===== config.mk =====
export PLATFORM = sky130hd
export DESIGN_NAME = szcv_flag_unit_flat
export DESIGN_NICKNAME = d
export VERILOG_FILES = /design/src/rtl/szcv_flag_unit_if.sv /design/src/rtl/szcv_flag_unit.sv /design/src/flat_wrapper.sv
export SDC_FILE = /design/constraint.sdc
export NUM_CORES = 1
export LEC_CHECK = 0
export ABC_AREA = 0
export BUFFER_PORTS_ARGS = -buffer_cell sky130_fd_sc_hd__buf_2
export CAP_MARGIN = 5
export CORE_UTILIZATION = 39
export DETAILED_ROUTE_END_ITERATION = 16
export GPL_TIMING_DRIVEN = 0
export HOLD_SLACK_MARGIN = 0.03
export MAX_ROUTING_LAYER = met4
export PLACE_DENSITY = 0.83
export SETUP_SLACK_MARGIN = 0.2
export SLEW_MARGIN = 30
export SYNTH_ARGS = -nofsm -noshare
export SYNTH_HDL_FRONTEND = slang
export SYNTH_SLANG_ARGS = --single-unit

===== constraint.sdc =====
create_clock -name clk -period 2.8 [get_ports clk]
set_input_delay 0 -clock clk [delete_from_list [all_inputs] [get_ports clk]]
set_output_delay 0 -clock clk [all_outputs]
set_load 0.02 [all_outputs]

===== src/rtl/szcv_flag_unit_if.sv =====
// -----------------------------------------------------------------------------
// szcv_flag_unit_if
//   Bundles the issue-stage, write-back and status signals of the SZCV flag
//   unit so the pipeline and the flag unit connect through a single port.
//
//   master : pipeline side. Drives issue/write-back/flush, observes status.
//   slave  : flag unit side. Receives issue/write-back/flush, drives status.
//
//   Issue      : iss_valid, iss_writes_flags, iss_is_branch, iss_cond[2:0]
//   Write-back : wb_valid, wb_szcv_src[1:0], alu_szcv[3:0], wb_data[DATA_W-1:0]
//   Control    : flush
//   Status     : flags[3:0] ({S,Z,C,V}), br_taken, br_stall, inflight_ovf
// -----------------------------------------------------------------------------
interface szcv_flag_unit_if #(
  parameter int DATA_W = 16
);
  logic              iss_valid;
  logic              iss_writes_flags;
  logic              iss_is_branch;
  logic [2:0]        iss_cond;
  logic              wb_valid;
  logic [1:0]        wb_szcv_src;
  logic [3:0]        alu_szcv;
  logic [DATA_W-1:0] wb_data;
  logic              flush;
  logic [3:0]        flags;
  logic              br_taken;
  logic              br_stall;
  logic              inflight_ovf;

  modport master (
    output iss_valid, iss_writes_flags, iss_is_branch, iss_cond,
    output wb_valid, wb_szcv_src, alu_szcv, wb_data, flush,
    input  flags, br_taken, br_stall, inflight_ovf
  );

  modport slave (
    input  iss_valid, iss_writes_flags, iss_is_branch, iss_cond,
    input  wb_valid, wb_szcv_src, alu_szcv, wb_data, flush,
    output flags, br_taken, br_stall, inflight_ovf
  );
endinterface


===== src/rtl/szcv_flag_unit.sv =====
// -----------------------------------------------------------------------------
// szcv_flag_unit
//   Architectural S/Z/C/V condition-flag register plus branch-condition
//   evaluator. Flags are committed at write-back from either the ALU flags or
//   the write-back data, selected by the 2-bit SZCVSrc. An occupancy counter
//   tracks in-flight flag writers; a conditional branch issued while writers
//   are outstanding is stalled until their flags are committed.
//
//   Ports:
//     clk  - system clock, rising edge
//     rst  - asynchronous, active-high reset
//     bus  - szcv_flag_unit_if.slave (issue, write-back, flush, status)
//
//   Parameters:
//     DATA_W     - write-back data width (S/Z derivation for loads)
//     INFLIGHT_W - in-flight counter width (max 2^INFLIGHT_W-1 outstanding)
//
//   Optional feature (macro SZCV_BYPASS_EN):
//     Defined   - a same-cycle commit of the last outstanding writer releases
//                 the stall, and branches evaluate the next-state flags.
//     Undefined - branches see only registered flags; one extra stall cycle.
// -----------------------------------------------------------------------------
module szcv_flag_unit #(
  parameter int DATA_W     = 16,
  parameter int INFLIGHT_W = 3
) (
  input  logic            clk,
  input  logic            rst,
  szcv_flag_unit_if.slave bus
);

  localparam logic [INFLIGHT_W-1:0] CNT_MAX = '1;
  localparam logic [INFLIGHT_W-1:0] CNT_ONE = INFLIGHT_W'(1);

  // SZCVSrc encodings seen at write-back.
  typedef enum logic [1:0] {
    SRC_ALU  = 2'b00,
    SRC_LOAD = 2'b01,
    SRC_RSVD = 2'b10,
    SRC_NONE = 2'b11
  } szcv_src_e;

  // Branch conditions; any code with bit 2 set is unconditional.
  typedef enum logic [1:0] {
    COND_BE  = 2'b00,
    COND_BLT = 2'b01,
    COND_BLE = 2'b10,
    COND_BNE = 2'b11
  } cond_e;

  logic [3:0]            flags_q, flags_d;
  logic [INFLIGHT_W-1:0] cnt_q, cnt_d;
  logic                  ovf_q, ovf_d;

  logic       commit;      // write-back updates flags this cycle
  logic       cnt_inc;
  logic       cnt_dec;
  logic       stall;
  logic       taken;
  logic [3:0] eval_flags;  // flags the branch condition is evaluated on
  szcv_src_e  src;
  cond_e      cond;

  assign src     = szcv_src_e'(bus.wb_szcv_src);
  assign cond    = cond_e'(bus.iss_cond[1:0]);
  assign commit  = bus.wb_valid & ~bus.flush;
  // Only SRC_ALU/SRC_LOAD writers were counted at issue.
  assign cnt_dec = bus.wb_valid & ~bus.wb_szcv_src[1];
  assign cnt_inc = bus.iss_valid & bus.iss_writes_flags & ~stall;

  // ---------------------------------------------------------------------------
  // Next-state flags
  // ---------------------------------------------------------------------------
  always_comb begin
    // NOTE: default assignment first so no path leaves flags_d unassigned,
    // which would otherwise infer a latch.
    flags_d = flags_q;
    if (commit) begin
      unique case (src)
        SRC_ALU:  flags_d = bus.alu_szcv;
        SRC_LOAD: flags_d = {bus.wb_data[DATA_W-1], (bus.wb_data == '0), 2'b00};
        SRC_RSVD,
        SRC_NONE: flags_d = flags_q;
        default:  flags_d = flags_q;
      endcase
    end
  end

  // ---------------------------------------------------------------------------
  // In-flight counter and sticky overflow. Flush dominates; a matched
  // increment/decrement pair cancels.
  // ---------------------------------------------------------------------------
  always_comb begin
    cnt_d = cnt_q;
    ovf_d = ovf_q;
    if (bus.flush) begin
      cnt_d = '0;
    end else if (cnt_inc && !cnt_dec) begin
      if (cnt_q == CNT_MAX) ovf_d = 1'b1;
      else                  cnt_d = cnt_q + CNT_ONE;
    end else if (cnt_dec && !cnt_inc) begin
      if (cnt_q != '0)      cnt_d = cnt_q - CNT_ONE;
    end
  end

  // ---------------------------------------------------------------------------
  // Branch hazard and condition evaluation
  // ---------------------------------------------------------------------------
`ifdef SZCV_BYPASS_EN
  // The last outstanding writer committing this cycle forwards its flags.
  assign stall = bus.iss_valid & bus.iss_is_branch & ~bus.iss_cond[2] &
                 (cnt_q != '0) &
                 ~(commit & ~bus.wb_szcv_src[1] & (cnt_q == CNT_ONE));
  assign eval_flags = flags_d;
`else
  assign stall = bus.iss_valid & bus.iss_is_branch & ~bus.iss_cond[2] &
                 (cnt_q != '0);
  assign eval_flags = flags_q;
`endif

  always_comb begin
    taken = 1'b0;
    if (bus.iss_is_branch && !stall) begin
      if (bus.iss_cond[2]) begin
        taken = 1'b1;
      end else begin
        // eval_flags = {S, Z, C, V}
        unique case (cond)
          COND_BE:  taken = eval_flags[2];
          COND_BLT: taken = eval_flags[3] ^ eval_flags[0];
          COND_BLE: taken = eval_flags[2] | (eval_flags[3] ^ eval_flags[0]);
          COND_BNE: taken = ~eval_flags[2];
          default:  taken = 1'b0;
        endcase
      end
    end
  end

  // ---------------------------------------------------------------------------
  // State registers
  // ---------------------------------------------------------------------------
  always_ff @(posedge clk or posedge rst) begin
    if (rst) begin
      flags_q <= 4'b0000;
      cnt_q   <= '0;
      ovf_q   <= 1'b0;
    end else begin
      // NOTE: non-blocking assignments so every register samples the
      // pre-edge values regardless of statement order.
      flags_q <= flags_d;
      cnt_q   <= cnt_d;
      ovf_q   <= ovf_d;
    end
  end

  assign bus.flags        = flags_q;
  assign bus.br_stall     = stall;
  assign bus.br_taken     = taken;
  assign bus.inflight_ovf = ovf_q;

endmodule


===== src/flat_wrapper.sv =====
// flat-port wrapper written by rule: the top's interface ports become plain ports
module szcv_flag_unit_flat 
#(
  parameter int DATA_W     = 16,
  parameter int INFLIGHT_W = 3
)
  (clk, rst, bus_iss_valid, bus_iss_writes_flags, bus_iss_is_branch, bus_iss_cond, bus_wb_valid, bus_wb_szcv_src, bus_alu_szcv, bus_wb_data, bus_flush, bus_flags, bus_br_taken, bus_br_stall, bus_inflight_ovf);
  szcv_flag_unit_if #(.DATA_W(DATA_W)) bus_i ();
  input  logic clk;
  input  logic rst;
  input wire logic [$bits(bus_i.iss_valid)-1:0] bus_iss_valid;
  input wire logic [$bits(bus_i.iss_writes_flags)-1:0] bus_iss_writes_flags;
  input wire logic [$bits(bus_i.iss_is_branch)-1:0] bus_iss_is_branch;
  input wire logic [$bits(bus_i.iss_cond)-1:0] bus_iss_cond;
  input wire logic [$bits(bus_i.wb_valid)-1:0] bus_wb_valid;
  input wire logic [$bits(bus_i.wb_szcv_src)-1:0] bus_wb_szcv_src;
  input wire logic [$bits(bus_i.alu_szcv)-1:0] bus_alu_szcv;
  input wire logic [$bits(bus_i.wb_data)-1:0] bus_wb_data;
  input wire logic [$bits(bus_i.flush)-1:0] bus_flush;
  output wire logic [$bits(bus_i.flags)-1:0] bus_flags;
  output wire logic [$bits(bus_i.br_taken)-1:0] bus_br_taken;
  output wire logic [$bits(bus_i.br_stall)-1:0] bus_br_stall;
  output wire logic [$bits(bus_i.inflight_ovf)-1:0] bus_inflight_ovf;
  assign bus_i.iss_valid = bus_iss_valid;
  assign bus_i.iss_writes_flags = bus_iss_writes_flags;
  assign bus_i.iss_is_branch = bus_iss_is_branch;
  assign bus_i.iss_cond = bus_iss_cond;
  assign bus_i.wb_valid = bus_wb_valid;
  assign bus_i.wb_szcv_src = bus_wb_szcv_src;
  assign bus_i.alu_szcv = bus_alu_szcv;
  assign bus_i.wb_data = bus_wb_data;
  assign bus_i.flush = bus_flush;
  assign bus_flags = bus_i.flags;
  assign bus_br_taken = bus_i.br_taken;
  assign bus_br_stall = bus_i.br_stall;
  assign bus_inflight_ovf = bus_i.inflight_ovf;
  szcv_flag_unit #(.DATA_W(DATA_W), .INFLIGHT_W(INFLIGHT_W)) u_core (.clk(clk), .rst(rst), .bus(bus_i));
endmodule

Word-level counts from Yosys, hierarchy flattened. Index checks and enable logic that the tools add are counted.

Reduce and logical (&&, ||, !) cells: 16. Mux-type cells: 9. Eq/ne operators: 8. Bitwise gates (word level): 15. $add $sub $neg: 2.

Operator list (count): logical NOT 16 bit (1); 2-to-1 mux 3 bit (5); nonzero test 3 bit (3); == test 2 bit, second input constant (4); case mux 4 bit (2 select lines) (1); AND 1 bit (7); NOT 1 bit (6); AND reduction 3 bit (2); == test 2 x 1 -> 1 bit, second input constant (2); logical NOT 2 bit (2); case mux 1 bit (4 select lines) (1); adder 3 x 1 -> 3 bit, second input constant (1); == test 3 bit, second input constant (1); logical AND 1 bit (3); logical NOT 1 bit (3); != test 3 bit, second input constant (1); subtractor 3 x 1 -> 3 bit, second input constant (1); 2-to-1 mux 1 bit (2); AND reduction 2 bit (1); OR reduction 2 bit (1); OR 1 bit (1); bitwise XOR 1 bit (1).

Output and inout bits: 7. Word-level logic and storage cells: 53. Register bits: 8. Input port bits: 32.

Logic depth before layout (Yosys ltp).
Depth after elaboration: 10. Depth in mapped cells: 7. Depth with buffers taken out: 7.

Worst setup path before layout. Ideal clock, no wire load.

Path type: reg2reg. Start point: reg u_core.cnt_q[0]. End point: reg u_core.cnt_q[1]. Clock period less this slack: 2158 ps. Data arrival time: 2054 ps. Stages on the path, launching flop included: 7. Setup slack: 642 ps. Buffers on the path: 0. Cell sequence: dfrtp_1 or3_4 a311o_4 inv_1 fa_1 a211o_2 o311ai_1.

Longest elaborated chain between the ends: 8. Elaborated cells between the ends (all ways): 19.

Ends and longest elaborated chain: start, declared (RTL line szcv_flag_unit.sv:52) `logic [INFLIGHT_W-1:0] cnt_q, cnt_d;`; start signal, assigned (RTL line szcv_flag_unit.sv:151) `cnt_q <= cnt_d;`; branches (longest 8 deep; another with subtractor 3 x 1 -> 3 bit).

Several ways; the timed one is not identified. The select of a mux whose other input is x is not followed. A chain may end at the register's enable or synchronous reset.

Final worst setup path. Same ends and word-level chain as after synthesis.

==> reports/results.md <==
| Metric | Reported |
|---|---|
| Flip-flop and latch area | 200 sq um |
| Total Routing Usage GR | 22.2% |
| Final setup TNS | 0 ps |
| Final routed wirelength across all metal layers | 1.52 mm |
| Maximum level of the CTS H-tree | 1 |
| Mux contribution to synthesized area | 3.49% |
| Placed wire-length estimate | 1.22 mm |
| Hold Path Depth | 3 |
| Endpoint class of the critical path | flip-flop |
| Maximum VDD drop | 0.284 mV |
| Routed via count | 640 |
| Run status | completed |
| Highest clock frequency the design can meet | 0.437 GHz |
| Placed cell area | 778 sq um |
| Power Dens Cells | 442 mW/mm^2 |
| Gate Count Post-Synth | 63 |
| Final Skew | 2.05 ps |
| Clk pin slew, worst setup/hold paths | 50 ps |
| Hold/Removal Path Class | input pin to flip-flop |
| Number of synthesized register bits | 8 |
| Area share of xor/xnor cells in the synthesized design | 1.53% |
| Grt total ovfl | 0 |
| Mean routed wirelength per cell | 12.5 um |
| Starting density of the core | 43.1% |
| Final hold vios | 0 |
| Critical-path cell list | or3_4 -> a311o_4 -> inv_1 -> fa_1 -> a211o_2 -> o311ai_1 |
| Area of the placeable core | 0.00133 sq mm |
| Cell type with the largest total area after synthesis | dfrtp_1 |
| Post-synthesis compound-gate area fraction | 22.9% |
| Area overhead of the layout relative to synthesis | 44.7% |
| Global-route wire length before repair | 2.34 mm |
| Residual antenna-violating net count after detailed routing | 0 |
| Maximum fanout encountered on the critical timing path | 8 |
| Sink count of the clock tree | 8 |
| Ranking of synthesized cells by area | dfrtp_1 35%, nand2_1 5.2%, nor4_1 4.4% |
| Fraction of synthesis flops using an asynchronous set or reset pin | 100% |
| Adder-Cell Fraction of Synth Area | 3.49% |
| Post-route clock period utilization | 81.6% |
| Die outline height | 40.4 um |
| Worst hold path startpoint | bus_alu_szcv[3] |
| Max-cap check violation count | 0 |
| Vias in the first global route | 582 |
| Setup violations, final | 0 |
| Unique masters post-synth | 32 |
| Footprint of the multi-input gates | 352 sq um |
| Critical Path Start Type | flip-flop |
| Layout cell share with drive strength beyond 1 | 45.3% |
| TritonCTS clock tree | yes |
| Worst Hold Endpoint | u_core.bus.flags[3]$_DFFE_PP0P_ |
| Pin slew with the least headroom to its limit | 420 ps |
| Final #Nets | 141 |
| DR DRC count | 0 |
| Later-pin clock latency in the skew report | 250 ps |
| Netlist Area Pre-Place | 574 sq um |
| Max stage delay on crit path | 430 ps |
| Share of synthesized cell area in and, or, nand and nor gates | 29.8% |
| First-pass DRT Iterations | 4 |
| Count of standard-cell rows | 13 |
| Signal arrival time at the worst endpoint | 2430 ps |
| Headroom to the max-slew limit | 71.9% |
| RSZ-0062 raised after global routing | false |
| Sequential share of the synthesized area | 34.9% |
| Antenna Diode Count | 0 |
| Post-synth net total | 96 |
| Number of warnings reported in the yosys synthesis log | 0 |
| Post-synth EDFFs | 0 |
| Portion of synthesized cell area occupied by the leading cell type | 34.9% |
| Terminus of the critical flop-to-flop path | u_core.cnt_q[1]$_DFFE_PP0P_ |
| Total Die Area | 0.00163 sq mm |
| Top FF cell, synth | dfrtp_1 |
| Post-Syn Area per Cell | 9.12 sq um |
| Post-Place Cells | 115 |
| Main combinational cell family by area after synthesis | simple AND/OR/NAND/NOR gates |
| Slowest stage cell on the critical path | dfrtp_1 |
| Die width | 40.4 um |
| Number of antenna violations at the first check in global routing | 0 |
| Max-slew violation count | 0 |
| CTS resizes | 0 |
| Number of port buffers | 37 |
| Non-filler cells, final | 121 |
| Clock period minus final worst setup slack | 2290 ps |
| Static leakage power | 0.000430 uW |
| Fillers | 130 |
| Pin count of the biggest net entering global routing | 10 |
| Final non-filler cell area | 831 sq um |
| Number of placed I/O pins | 39 |
| Most numerous cell types in the synthesized netlist | 8 x dfrtp_1, 8 x nand2_1, 5 x inv_1, 4 x nor4_1 |
| Required time of the critical path | 2940 ps |
| Detail-routed via count per cell | 5.29 |
| Start of the worst register-to-register path | u_core.cnt_q[0]$_DFFE_PP0P_ |
| Max clock buf depth | 2 |
| Reg2Reg Depth | 6 |
| Buffer cell driving the clock tree root | clkbuf_4 |
| Startpoint-to-endpoint class of the critical path | flip-flop to flip-flop |
| FF-to-FF setup slack | 510 ps |
| Gp weighted congestion | 0.731 |
| Violation count after the first detailed-route iteration | 7 |
| Number of clock buffers inserted by TritonCTS | 3 |
## power breakdown
| group | internal [uW] | leakage [uW] | switching [uW] |
|---|---|---|---|
| combinational | 64.3 | 0.000314 | 72.4 |
| clock | 48.8 | 0.0000138 | 35.6 |
| sequential | 132 | 0.000102 | 14.1 |
| total | 245 | 0.000430 | 122 |
## worst max-delay path by stage
| stage | from | slack (ps) | cells past startpoint | endpoint |
|---|---|---|---|---|
| finish | u_core.cnt_q[0]$_DFFE_PP0P_ | 510 | 6 | u_core.cnt_q[1]$_DFFE_PP0P_ |
| global route | u_core.cnt_q[0]$_DFFE_PP0P_ | 440 | 6 | u_core.cnt_q[1]$_DFFE_PP0P_ |
| CTS | u_core.cnt_q[0]$_DFFE_PP0P_ | 520 | 6 | u_core.cnt_q[1]$_DFFE_PP0P_ |
| detailed placement | u_core.cnt_q[0]$_DFFE_PP0P_ | 540 | 6 | u_core.cnt_q[1]$_DFFE_PP0P_ |
| global placement | u_core.cnt_q[0]$_DFFE_PP0P_ | 570 | 6 | u_core.cnt_q[1]$_DFFE_PP0P_ |
| floorplan | u_core.cnt_q[0]$_DFFE_PP0P_ | 640 | 6 | u_core.cnt_q[1]$_DFFE_PP0P_ |
## worst max-delay path, delay by kind of cell (launching register included)
family	cells	cell delay (ps)
buf+inv	1	100
simple gates	1	420
compound gates	3	830
flops	1	430
fa+ha+maj	1	410
## cells in the final DEF, fill, tap and decap left out, types with 2 or more instances in the layout
cell type / synthesis / layout
inv_1: 5 / 5
clkbuf_4: 0 / 3
mux2i_1: 2 / 2
a211o_2: 2 / 2
o211ai_1: 2 / 2
nand3_1: 3 / 3
nand2_1: 8 / 8
o21ai_0: 3 / 3
nand2b_1: 3 / 3
dfrtp_1: 8 / 8
dlygate4sd3_1: 0 / 3
nor4_1: 4 / 4
buf_2: 0 / 37
nor2_1: 2 / 2
## through the flow
stage / total power (uW) / setup slack (ps) / hold slack (ps) / utilization, %
floorplan: 230 / 642 / -184 / -
global placement: 273 / 570 / -45.6 / 58.3
detailed placement: 280 / 538 / -47.5 / 58.3
CTS: 369 / 524 / 46.7 / 62.3
global route: 394 / 439 / 86.0 / 62.3
finish: 367 / 514 / 47.1 / 62.3
## per-layer routing
metal  vias up  share of wire (%)  routed length [um]  global-route usage, %
met5         -                  0                   0                      -
met4         0                  0                   0                   5.00
met3         0                2.6                  39                   3.33
met2        13                 55                 829                   39.7
met1       302                 43                 646                   25.9
li1        325                  -                   -                      -
## what timing repair did
action	4_1_cts	5_1_grt
setup buffers	0	0
hold buffers	3	0
endpoints found under the hold margin	10	0
## layout make-up
cell class                      count  share of cell area, %
Clock buffer                        3                   2.71
Multi-Input combinational cell     49                   42.3
Timing Repair Buffer               40                   25.9
Buffer                              1                  0.452
Tap cell                           15                   2.26
Sequential cell                     8                   24.1
Inverter                            5                   2.26
## flip-flops by register name (all words and copies together) (netlist names)
name,cells
u_core.bus.inflight_ovf,1
u_core.cnt_q,3
u_core.bus.flags,4
## kinds of logic (layout without fill, tap and decap cells)
family	count (synthesis)	after routing
xor gates and xnor gates	1	1
AOI/OAI and AO/OA	16	16
buffers and inverters	6	49
adders and majority gates	1	1
DFF	8	8
and+or+nand+nor	29	29
muxes	2	2
No activity file was read; power rests on OpenSTA's default activity.
